$ cat src/rtl/nv_ram_pkg.sv
// nv_ram_pkg: shared constants and helpers for the parametrised two-port RAM
package nv_ram_pkg;

    localparam int RDW_OLD = 0;
    localparam int RDW_NEW = 1;

    // ceil(log2(n)) for n >= 2; used to cross-check the address width
    function automatic int clog2(input int n);
        int r;
        r = 0;
        for (int v = n - 1; v > 0; v = v >> 1) r++;
        return r;
    endfunction

endpackage

$ cat src/rtl/nv_ram_array_2p.sv
// nv_ram_array_2p: storage array, synchronous write and range-checked combinational read
module nv_ram_array_2p
    import nv_ram_pkg::*;
#(
    parameter int WIDTH = 4,
    parameter int DEPTH = 20
) (
    input  logic                      clk,
    input  logic                      we_i,
    input  logic [clog2(DEPTH)-1:0]   wa_i,
    input  logic [WIDTH-1:0]          di_i,
    input  logic [clog2(DEPTH)-1:0]   ra_i,
    output logic [WIDTH-1:0]          rd_o
);

    localparam int ADDR_W = clog2(DEPTH);

    logic [WIDTH-1:0] mem_q [DEPTH];
    logic             wa_ok;
    logic             ra_ok;

    // addresses past the last entry exist when DEPTH is not a power of two
    assign wa_ok = 32'(wa_i) < DEPTH;
    assign ra_ok = 32'(ra_i) < DEPTH;

    // contents are deliberately not reset so data survives a pipeline reset
    always_ff @(posedge clk) begin
        if (we_i && wa_ok) mem_q[wa_i] <= di_i;
    end

    assign rd_o = ra_ok ? mem_q[ra_i] : '0;

endmodule

$ cat src/rtl/nv_ram_rwsthp_param.sv
// nv_ram_rwsthp_param: 1W/1R RAM with registered read address, bypass, RDW forwarding and error flag
module nv_ram_rwsthp_param
    import nv_ram_pkg::*;
#(
    parameter int WIDTH    = 4,
    parameter int DEPTH    = 20,
    parameter int ADDR_W   = 5,
    parameter int RDW_MODE = 0
) (
    input  logic              clk,
    input  logic              rst,
    input  logic [ADDR_W-1:0] ra,
    input  logic              re,
    input  logic              ore,
    output logic [WIDTH-1:0]  dout,
    output logic              dout_vld,
    input  logic [ADDR_W-1:0] wa,
    input  logic              we,
    input  logic [WIDTH-1:0]  di,
    input  logic              byp_sel,
    input  logic [WIDTH-1:0]  dbyp,
    input  logic              err_clr,
    output logic              addr_err,
    input  logic [31:0]       pwrbus_ram_pd
);

    if (ADDR_W != clog2(DEPTH)) begin : g_bad_addr_w
        $error("nv_ram_rwsthp_param: ADDR_W must equal clog2(DEPTH)");
    end
    if (WIDTH < 1 || WIDTH > 1024 || DEPTH < 2 || DEPTH > 8192) begin : g_bad_size
        $error("nv_ram_rwsthp_param: WIDTH or DEPTH out of supported range");
    end
    if (RDW_MODE != RDW_OLD && RDW_MODE != RDW_NEW) begin : g_bad_rdw
        $error("nv_ram_rwsthp_param: RDW_MODE must be 0 or 1");
    end

    logic [ADDR_W-1:0] ra_q, ra_d;
    logic              rd_vld_q, rd_vld_d;
    logic [WIDTH-1:0]  dout_q, dout_d;
    logic              dout_vld_q, dout_vld_d;
    logic              addr_err_q, addr_err_d;
    logic [WIDTH-1:0]  arr;
    logic [WIDTH-1:0]  sel;
    logic              wa_ok;
    logic              ra_ok;
    logic              fwd;
    logic              err_set;
    logic              unused_pd;

    // power-down bus is kept only for pin compatibility with the fixed macros
    assign unused_pd = ^pwrbus_ram_pd;

    nv_ram_array_2p #(
        .WIDTH (WIDTH),
        .DEPTH (DEPTH)
    ) u_array (
        .clk  (clk),
        .we_i (we),
        .wa_i (wa),
        .di_i (di),
        .ra_i (ra_q),
        .rd_o (arr)
    );

    assign wa_ok   = 32'(wa) < DEPTH;
    assign ra_ok   = 32'(ra) < DEPTH;
    // write-first mode forwards the incoming write to a read of the same entry
    assign fwd     = (RDW_MODE == RDW_NEW) && we && (wa == ra_q) && wa_ok;
    assign sel     = byp_sel ? dbyp : (fwd ? di : arr);
    assign err_set = (we && !wa_ok) || (re && !ra_ok);

    // next-state for address stage, output stage and sticky error (set beats clear)
    always_comb begin
        ra_d       = re ? ra : ra_q;
        rd_vld_d   = rd_vld_q | re;
        dout_d     = ore ? sel : dout_q;
        dout_vld_d = ore ? (byp_sel | rd_vld_q) : dout_vld_q;
        addr_err_d = err_set | (addr_err_q & ~err_clr);
    end

    // pipeline registers clear asynchronously; array contents are untouched
    always_ff @(posedge clk or posedge rst) begin
        if (rst) begin
            ra_q       <= '0;
            rd_vld_q   <= 1'b0;
            dout_q     <= '0;
            dout_vld_q <= 1'b0;
            addr_err_q <= 1'b0;
        end else begin
            ra_q       <= ra_d;
            rd_vld_q   <= rd_vld_d;
            dout_q     <= dout_d;
            dout_vld_q <= dout_vld_d;
            addr_err_q <= addr_err_d;
        end
    end

    assign dout     = dout_q;
    assign dout_vld = dout_vld_q;
    assign addr_err = addr_err_q;

endmodule

$ cat config.mk
export PLATFORM = sky130hd
export DESIGN_NAME = nv_ram_rwsthp_param
export DESIGN_NICKNAME = d
export VERILOG_FILES = /design/src/rtl/nv_ram_pkg.sv /design/src/rtl/nv_ram_array_2p.sv /design/src/rtl/nv_ram_rwsthp_param.sv
export SDC_FILE = /design/constraint.sdc
export NUM_CORES = 1
export LEC_CHECK = 0
export CAP_MARGIN = 40
export CORE_MARGIN = 2
export CORE_UTILIZATION = 55
export CTS_CLUSTER_SIZE = 14
export DETAILED_ROUTE_END_ITERATION = 8
export GPL_ROUTABILITY_DRIVEN = 0
export HOLD_SLACK_MARGIN = 0.12
export PLACE_DENSITY = 0.82
export REMOVE_ABC_BUFFERS = 1
export SETUP_SLACK_MARGIN = 0.02
export SLEW_MARGIN = 20
export SYNTH_ARGS = -nofsm -noshare
export SYNTH_HDL_FRONTEND = slang
export SYNTH_HIERARCHICAL = 1
export SYNTH_SLANG_ARGS = --single-unit
$ cat constraint.sdc
create_clock -name clk -period 2.5 [get_ports clk]
set_input_delay 0.375 -clock clk [delete_from_list [all_inputs] [get_ports clk]]
set_output_delay 0.375 -clock clk [all_outputs]
set_load 0.01 [all_outputs]
==> results of run 1 <==
-- report_power, final --
part	leakage [uW]	switching (uW)	internal, uW	total, uW
Sequential	0.000853	35.1	1700	1740
Combinational	0.000495	134	157	292
Clock	0.000110	551	490	1040
Total	0.00146	721	2350	3070
-- flip-flops by register name, summed over array words and instances, names as in the netlist --
signal,count
dout_vld,1
dout,4
addr_err,1
rd_vld_q,1
ra_q,5
u_array/mem_q,80
-- logic make-up after synthesis --
logic type / after synthesis / share of synthesized area, %
compound gates: 19 / 3.71
buf+inv: 11 / 2.42
flops: 92 / 71.5
mux: 33 / 16.0
simple gates: 53 / 6.42
-- metal layers --
layer | wire (um) | vias to the layer above
met5 | 0 | -
met4 | 130 | 0
met3 | 424 | 12
met2 | 3390 | 71
met1 | 2740 | 999
li1 | - | 911
-- area by class of cell --
type / instances / area share (%)
Clock buffer: 9 / 2.84
Clock inverter: 7 / 2.07
Inverter: 1 / 0.0862
Multi-Input combinational cell: 105 / 22.6
Sequential cell: 92 / 62.0
Tap cell: 80 / 2.30
Timing Repair Buffer: 35 / 8.04
-- worst max-delay path by stage --
stage / slack (ps) / depth (start not counted) / to
after floorplan: 340 / 5 / dout[0]$_DFFE_PP0P_
after global placement: 530 / 6 / dout[1]$_DFFE_PP0P_
after detailed placement: 450 / 4 / u_array/mem_q[4][2]$_DFFE_PP_
after CTS: 460 / 6 / dout[0]$_DFFE_PP0P_
after global routing: 350 / 5 / dout[0]$_DFFE_PP0P_
final: 420 / 6 / dout[0]$_DFFE_PP0P_
-- cell usage in the layout, fill, tap and decap left out, types with 2 or more instances in the layout --
cell type	instances
mux4_1	10
inv_8	3
nor2_1	23
dfrtp_1	12
nand3_1	7
buf_4	4
o211ai_1	2
clkdlybuf4s50_1	30
mux4_2	6
mux2_2	8
a221oi_1	4
mux2i_1	4
a21oi_1	5
nor3_1	6
edfxtp_1	80
a22oi_1	4
nand2_1	7
clkbuf_8	9
nand2b_1	3
clkinv_4	2
mux2_4	5
a32oi_1	4
nor2b_1	4
-- metrics by stage --
step	hold slack, ps	cell area (um2)	cells	util [%]	total power (uW)
finish	323	4360	329	64.8	3070
detailed placement	464	4140	313	61.7	2060
floorplan	240	3690	198	-	1920
global route	351	4360	329	64.8	3190
CTS	325	4360	329	64.8	3100
global placement	451	4140	313	61.7	2050
-- critical path, cell delays in order (launching register included) --
cell and delay, ps:
dfrtp_1 380, buf_12 210, mux4_1 600, a22oi_1 310, a32oi_1 170, mux2i_1 170
a21oi_1 100
==> impl_metrics.toml, run 1 <==
[hold_path]
holdCritPathClass = "in -> async"

[outcome]
outcome = "finished clean"

[cts]
cts_setup_buffers = 0
clock_path_buffers = 2
cts_hold_buf = 0
cts_resized = 0
path_clk_slew_ps = 100
tritoncts = "built"
clkLatencyLatePin_ps = 360
cts.sinks = 92
cts_htree_levels = 3
cts-buffers-inserted = 9
cts-root-buf = "clkbuf_8"

[final_layout]
layout-drive-gt1-share_pct = 16.1
regArea_um2 = 2700
diodes = 0
multi_input_area_um2 = 986
fill_cells = 438
finalNetCount = 301
synthToLayoutAreaGrowth_pct = 15.3

[setup_path]
rr_worst_depth = 6
path_max_fanout = 25
worstSetupPathType = "reg -> reg"
r2r-start = "ra_q[0]$_DFFE_PP0P_"
worst_ep_required_time_ps = 2730
r2r_end = "dout[0]$_DFFE_PP0P_"
crit_start = "ra_q[0]$_DFFE_PP0P_"
rrSetupSlack_ps = 420
critPathLaunchType = "flop"
cp.arrival_ps = 2310
end_kind = "flop"

[die]
die_area_um2 = 7550
core-area_um2 = 6720
initial_utilization_pct = 56.3
die_height_um = 86.9
fp.dieW_um = 86.9
core.rowCount = 30
io_pins = 63

[synth]
synthFlopType = "edfxtp_1"
ys_top_cells_by_area = "edfxtp_1 (64%), dfrtp_1 (7.9%), mux4_1 (7.0%), mux4_2 (3.6%), mux2_2 (2.4%)"
synth_top_area_cell = "edfxtp_1"
syn_avg_cell_area_um2 = 18.2
ys_seq_elements = 92
ys_types = 27
synth_top_cell_area_share_pct = 63.6
netlist_top_cells_count = "edfxtp_1 (80), nor2_1 (23), dfrtp_1 (12)"
yosysWarnings = 6
syn-cell-area_um2 = 3780
async_flop_share_pct = 13.0
netlist_instances = 208
synth_edf_count = 80
yosysMostFrequentCell = "edfxtp_1"
seq_area_frac_synth_pct = 71.5

[global_route]
grt_max_degree = 26
grt_pass1_wl_mm = 10.2
grtUsageMet1_pct = 24.7
gr-usage-met2_pct = 31.2
met3_usage_pct = 5.59
antenna_found_initial = 0
grt_busiest_layer = "met2"
grt.total_usage_pct = 19.1
grt_pass1_vias = 1948
gr-total-overflow = 0

[timing]
max_slew_margin_pct = 52.3
finalWorstSetupSlack_ps = 422
tightest_slew_ps = 714
skew_ps = 5.57
rsz0062_at_grt = "false"
fmax_ghz = 0.481
finalSetupTns_ps = 0
fin_crit_ps = 2080
setup_viol = 0
post-route-period-util_pct = 83.1
maxSlewViolCount = 0
finalHoldViolCount = 0

[power]
p_per_area_nw_per_um2 = 705
p_leak_uw = 0.00146
peakVddDrop_uv = 578

[drt]
routed_wl_mm = 6.68
postRouteAntennaNets = 0
dr.pass1.iters = 4
wl_per_cell_um = 20.3
viasPerCell = 6.06
first_iter_violations = 165
vias = 1993
route.detailed.drc = 0

[placed_design]
pre_cts_slack_ps = 453
port_buffers = 30
hpwl_mm = 4.63

[run]
cap_violations = 0
Power figures use the tool's default switching activity.
==> run 2, diff against run 1 <==
--- a/config.mk
+++ b/config.mk
@@ -7,12 +7,12 @@
 export LEC_CHECK = 0
 export CAP_MARGIN = 40
 export CORE_MARGIN = 2
-export CORE_UTILIZATION = 55
+export CORE_UTILIZATION = 48
 export CTS_CLUSTER_SIZE = 14
 export DETAILED_ROUTE_END_ITERATION = 8
 export GPL_ROUTABILITY_DRIVEN = 0
 export HOLD_SLACK_MARGIN = 0.12
-export PLACE_DENSITY = 0.82
+export PLACE_DENSITY = 0.76
 export REMOVE_ABC_BUFFERS = 1
 export SETUP_SLACK_MARGIN = 0.02
 export SLEW_MARGIN = 20
==> constraint.sdc (replaced) <==
create_clock -name clk -period 1.85 [get_ports clk]
set_input_delay 0.2775 -clock clk [delete_from_list [all_inputs] [get_ports clk]]
set_output_delay 0.2775 -clock clk [all_outputs]
set_load 0.01 [all_outputs]
==> impl_metrics.toml, run 2 (synthesis gave the netlist of run 1 again) <==
[die]
die_height_um = 92.7
fp.dieW_um = 92.7
initial_utilization_pct = 49.2
io_pins = 63
core-area_um2 = 7690
core.rowCount = 32
die_area_um2 = 8600

[final_layout]
layout_commonest_cell = "edfxtp_1"
synthToLayoutAreaGrowth_pct = 23.1
stdcell_area_um2 = 4650
final_cell_mix = "edfxtp_1 (80), clkdlybuf4s50_1 (30), buf_4 (28)"
layout-drive-gt1-share_pct = 28.4
regArea_um2 = 2700
diodes = 0
post-route-util_pct = 60.5
largest_reg_flops = 80
finalNetCount = 327
largest_register = "u_array/mem_q"
multi_input_area_um2 = 1010
fill_cells = 557
fin_cells = 377

[drt]
dr.max_layer_used = "met4"
route.detailed.drc = 0
wl_met1_mm = 3.04
wl_met2_mm = 3.56
wl_met3_um = 468
postRouteAntennaNets = 0
first_iter_violations = 182
dr.pass1.iters = 4
wl_per_cell_um = 19.0
vias = 2088
routed_wl_mm = 7.18
viasPerCell = 5.54

[timing]
tightest_slew_ps = 665
setup_viol = 0
fmax_ghz = 0.544
rsz0062_at_grt = "true"
post-route-period-util_pct = 99.3
maxSlewViolCount = 0
skew_ps = 8.96
fin_crit_ps = 1840
whs_ps = 223
max_slew_margin_pct = 55.6
finalHoldViolCount = 0

[power]
seq_power_share_pct = 53.6
power_uw = 4380
sw_frac_of_total_pct = 20.9
clkPwrFrac_pct = 35.7
p_leak_uw = 0.00160
p_switching_uw = 913
peakVddDrop_uv = 444
p_int_uw = 3460
p_per_area_nw_per_um2 = 941
power_frac_comb_pct = 10.7

[cts]
cts-buffers-inserted = 9
path_clk_slew_ps = 80
cts_hold_buf = 0
tritoncts = "built"
clock_path_buffers = 2
cts-root-buf = "clkbuf_8"
cts_htree_levels = 3
clkLatencyLatePin_ps = 350
cts.sinks = 92

[run]
cap_violations = 0

[setup_path]
end_kind = "flop"
worst_ep_required_time_ps = 2070
rr_worst_depth = 7
slowest_delay_ps = 500
worstSetupPathType = "reg -> reg"
cp.arrival_ps = 2060
crit_family = "multiplexers"
path_buf_inv = 2
crit_chain = "buf_12 > buf_4 > mux4_2 > a22oi_2 > a32oi_1 > mux2i_1 > a21oi_1"
cp_num_cells = 7
rrSetupSlack_ps = 10
critPathLaunchType = "flop"
critPathSlowestCell = "mux4_2"
path_max_fanout = 9

[hold_path]
holdCritPathClass = "in -> async"

[outcome]
outcome = "finished clean"

[global_route]
gr-total-overflow = 0
grt_pass1_wl_mm = 11.2
antenna_found_initial = 0
grt_pass1_vias = 2125
grt_max_degree = 21
grt.total_usage_pct = 18.2

[placed_design]
dp_cells = 357
hpwl_mm = 4.89
port_buffers = 30
place_area_um2 = 4350
[run 2: changes by cell type in the layout (fill, tap and decap cells not counted), sizes merged]
| cell | before | now |
|---|---|---|
| clkinv | 2 | 1 |
| clkinvlp | 0 | 2 |
| bufinv | 1 | 3 |
| clkbuf | 9 | 10 |
| buf | 5 | 31 |
| inv | 5 | 1 |
[run 2: worst paths after layout]
check,to,from
hold / removal,dout_vld$_DFFE_PP0P_,rst
min in group clk,rd_vld_q$_DFF_PP0_,rd_vld_q$_DFF_PP0_
setup reg to reg,dout[1]$_DFFE_PP0P_,ra_q[0]$_DFFE_PP0P_
hold reg to reg,rd_vld_q$_DFF_PP0_,rd_vld_q$_DFF_PP0_
max in group asynchronous,ra_q[2]$_DFFE_PP0P_,rst
setup / recovery,dout[1]$_DFFE_PP0P_,ra_q[0]$_DFFE_PP0P_
[run 2: routing by layer]
layer | track usage, % | up-vias
met5 | 0 | -
met3 | 4.31 | 8
li1 | - | 950
met2 | 29.6 | 71
met4 | 7.23 | 0
met1 | 23.7 | 1059
[run 2: final cells by class]
cell class	instances	area share (%)
Clock buffer	10	2.74
Inverter	1	0.0807
Multi-Input combinational cell	105	21.8
Timing Repair Buffer	61	12.1
Clock inverter	6	2.45
Tap cell	102	2.74
Sequential cell	92	58.1
[run 2: repair_timing]
| action | CTS | global route |
|---|---|---|
| gates resized for setup | 11 | 4 |
| pin swaps | 4 | 1 |
| setup buffers | 4 | 0 |
| endpoints found under the hold margin | 0 | 0 |
| setup endpoints to repair | 4 | 4 |
[run 2: worst register-to-register path, delay by kind of cell, from the launching register on]
kind	cells	cell delay, ps
muxes	2	680
AOI/OAI and AO/OA	3	390
DFF	1	380
buffers and inverters	2	270
[run 2: through the flow]
step,setup slack (ps),TNS [ps]
detailed placement,-81.5,-685
global route,-51.5,-193
CTS,1.76,0
global placement,-19.4,-97.4
finish,12.5,0
floorplan,-306,-1210
[run 2: power groups by stage]
stage	sequential, uW	clock, uW	combinational [uW]
6_report	2350	1560	467
5_1_grt	2350	1670	501
4_1_cts	2350	1600	465
3_5_place_dp	2390	0	431
3_3_place_gp	2390	0	425
2_1_floorplan	2400	0	184
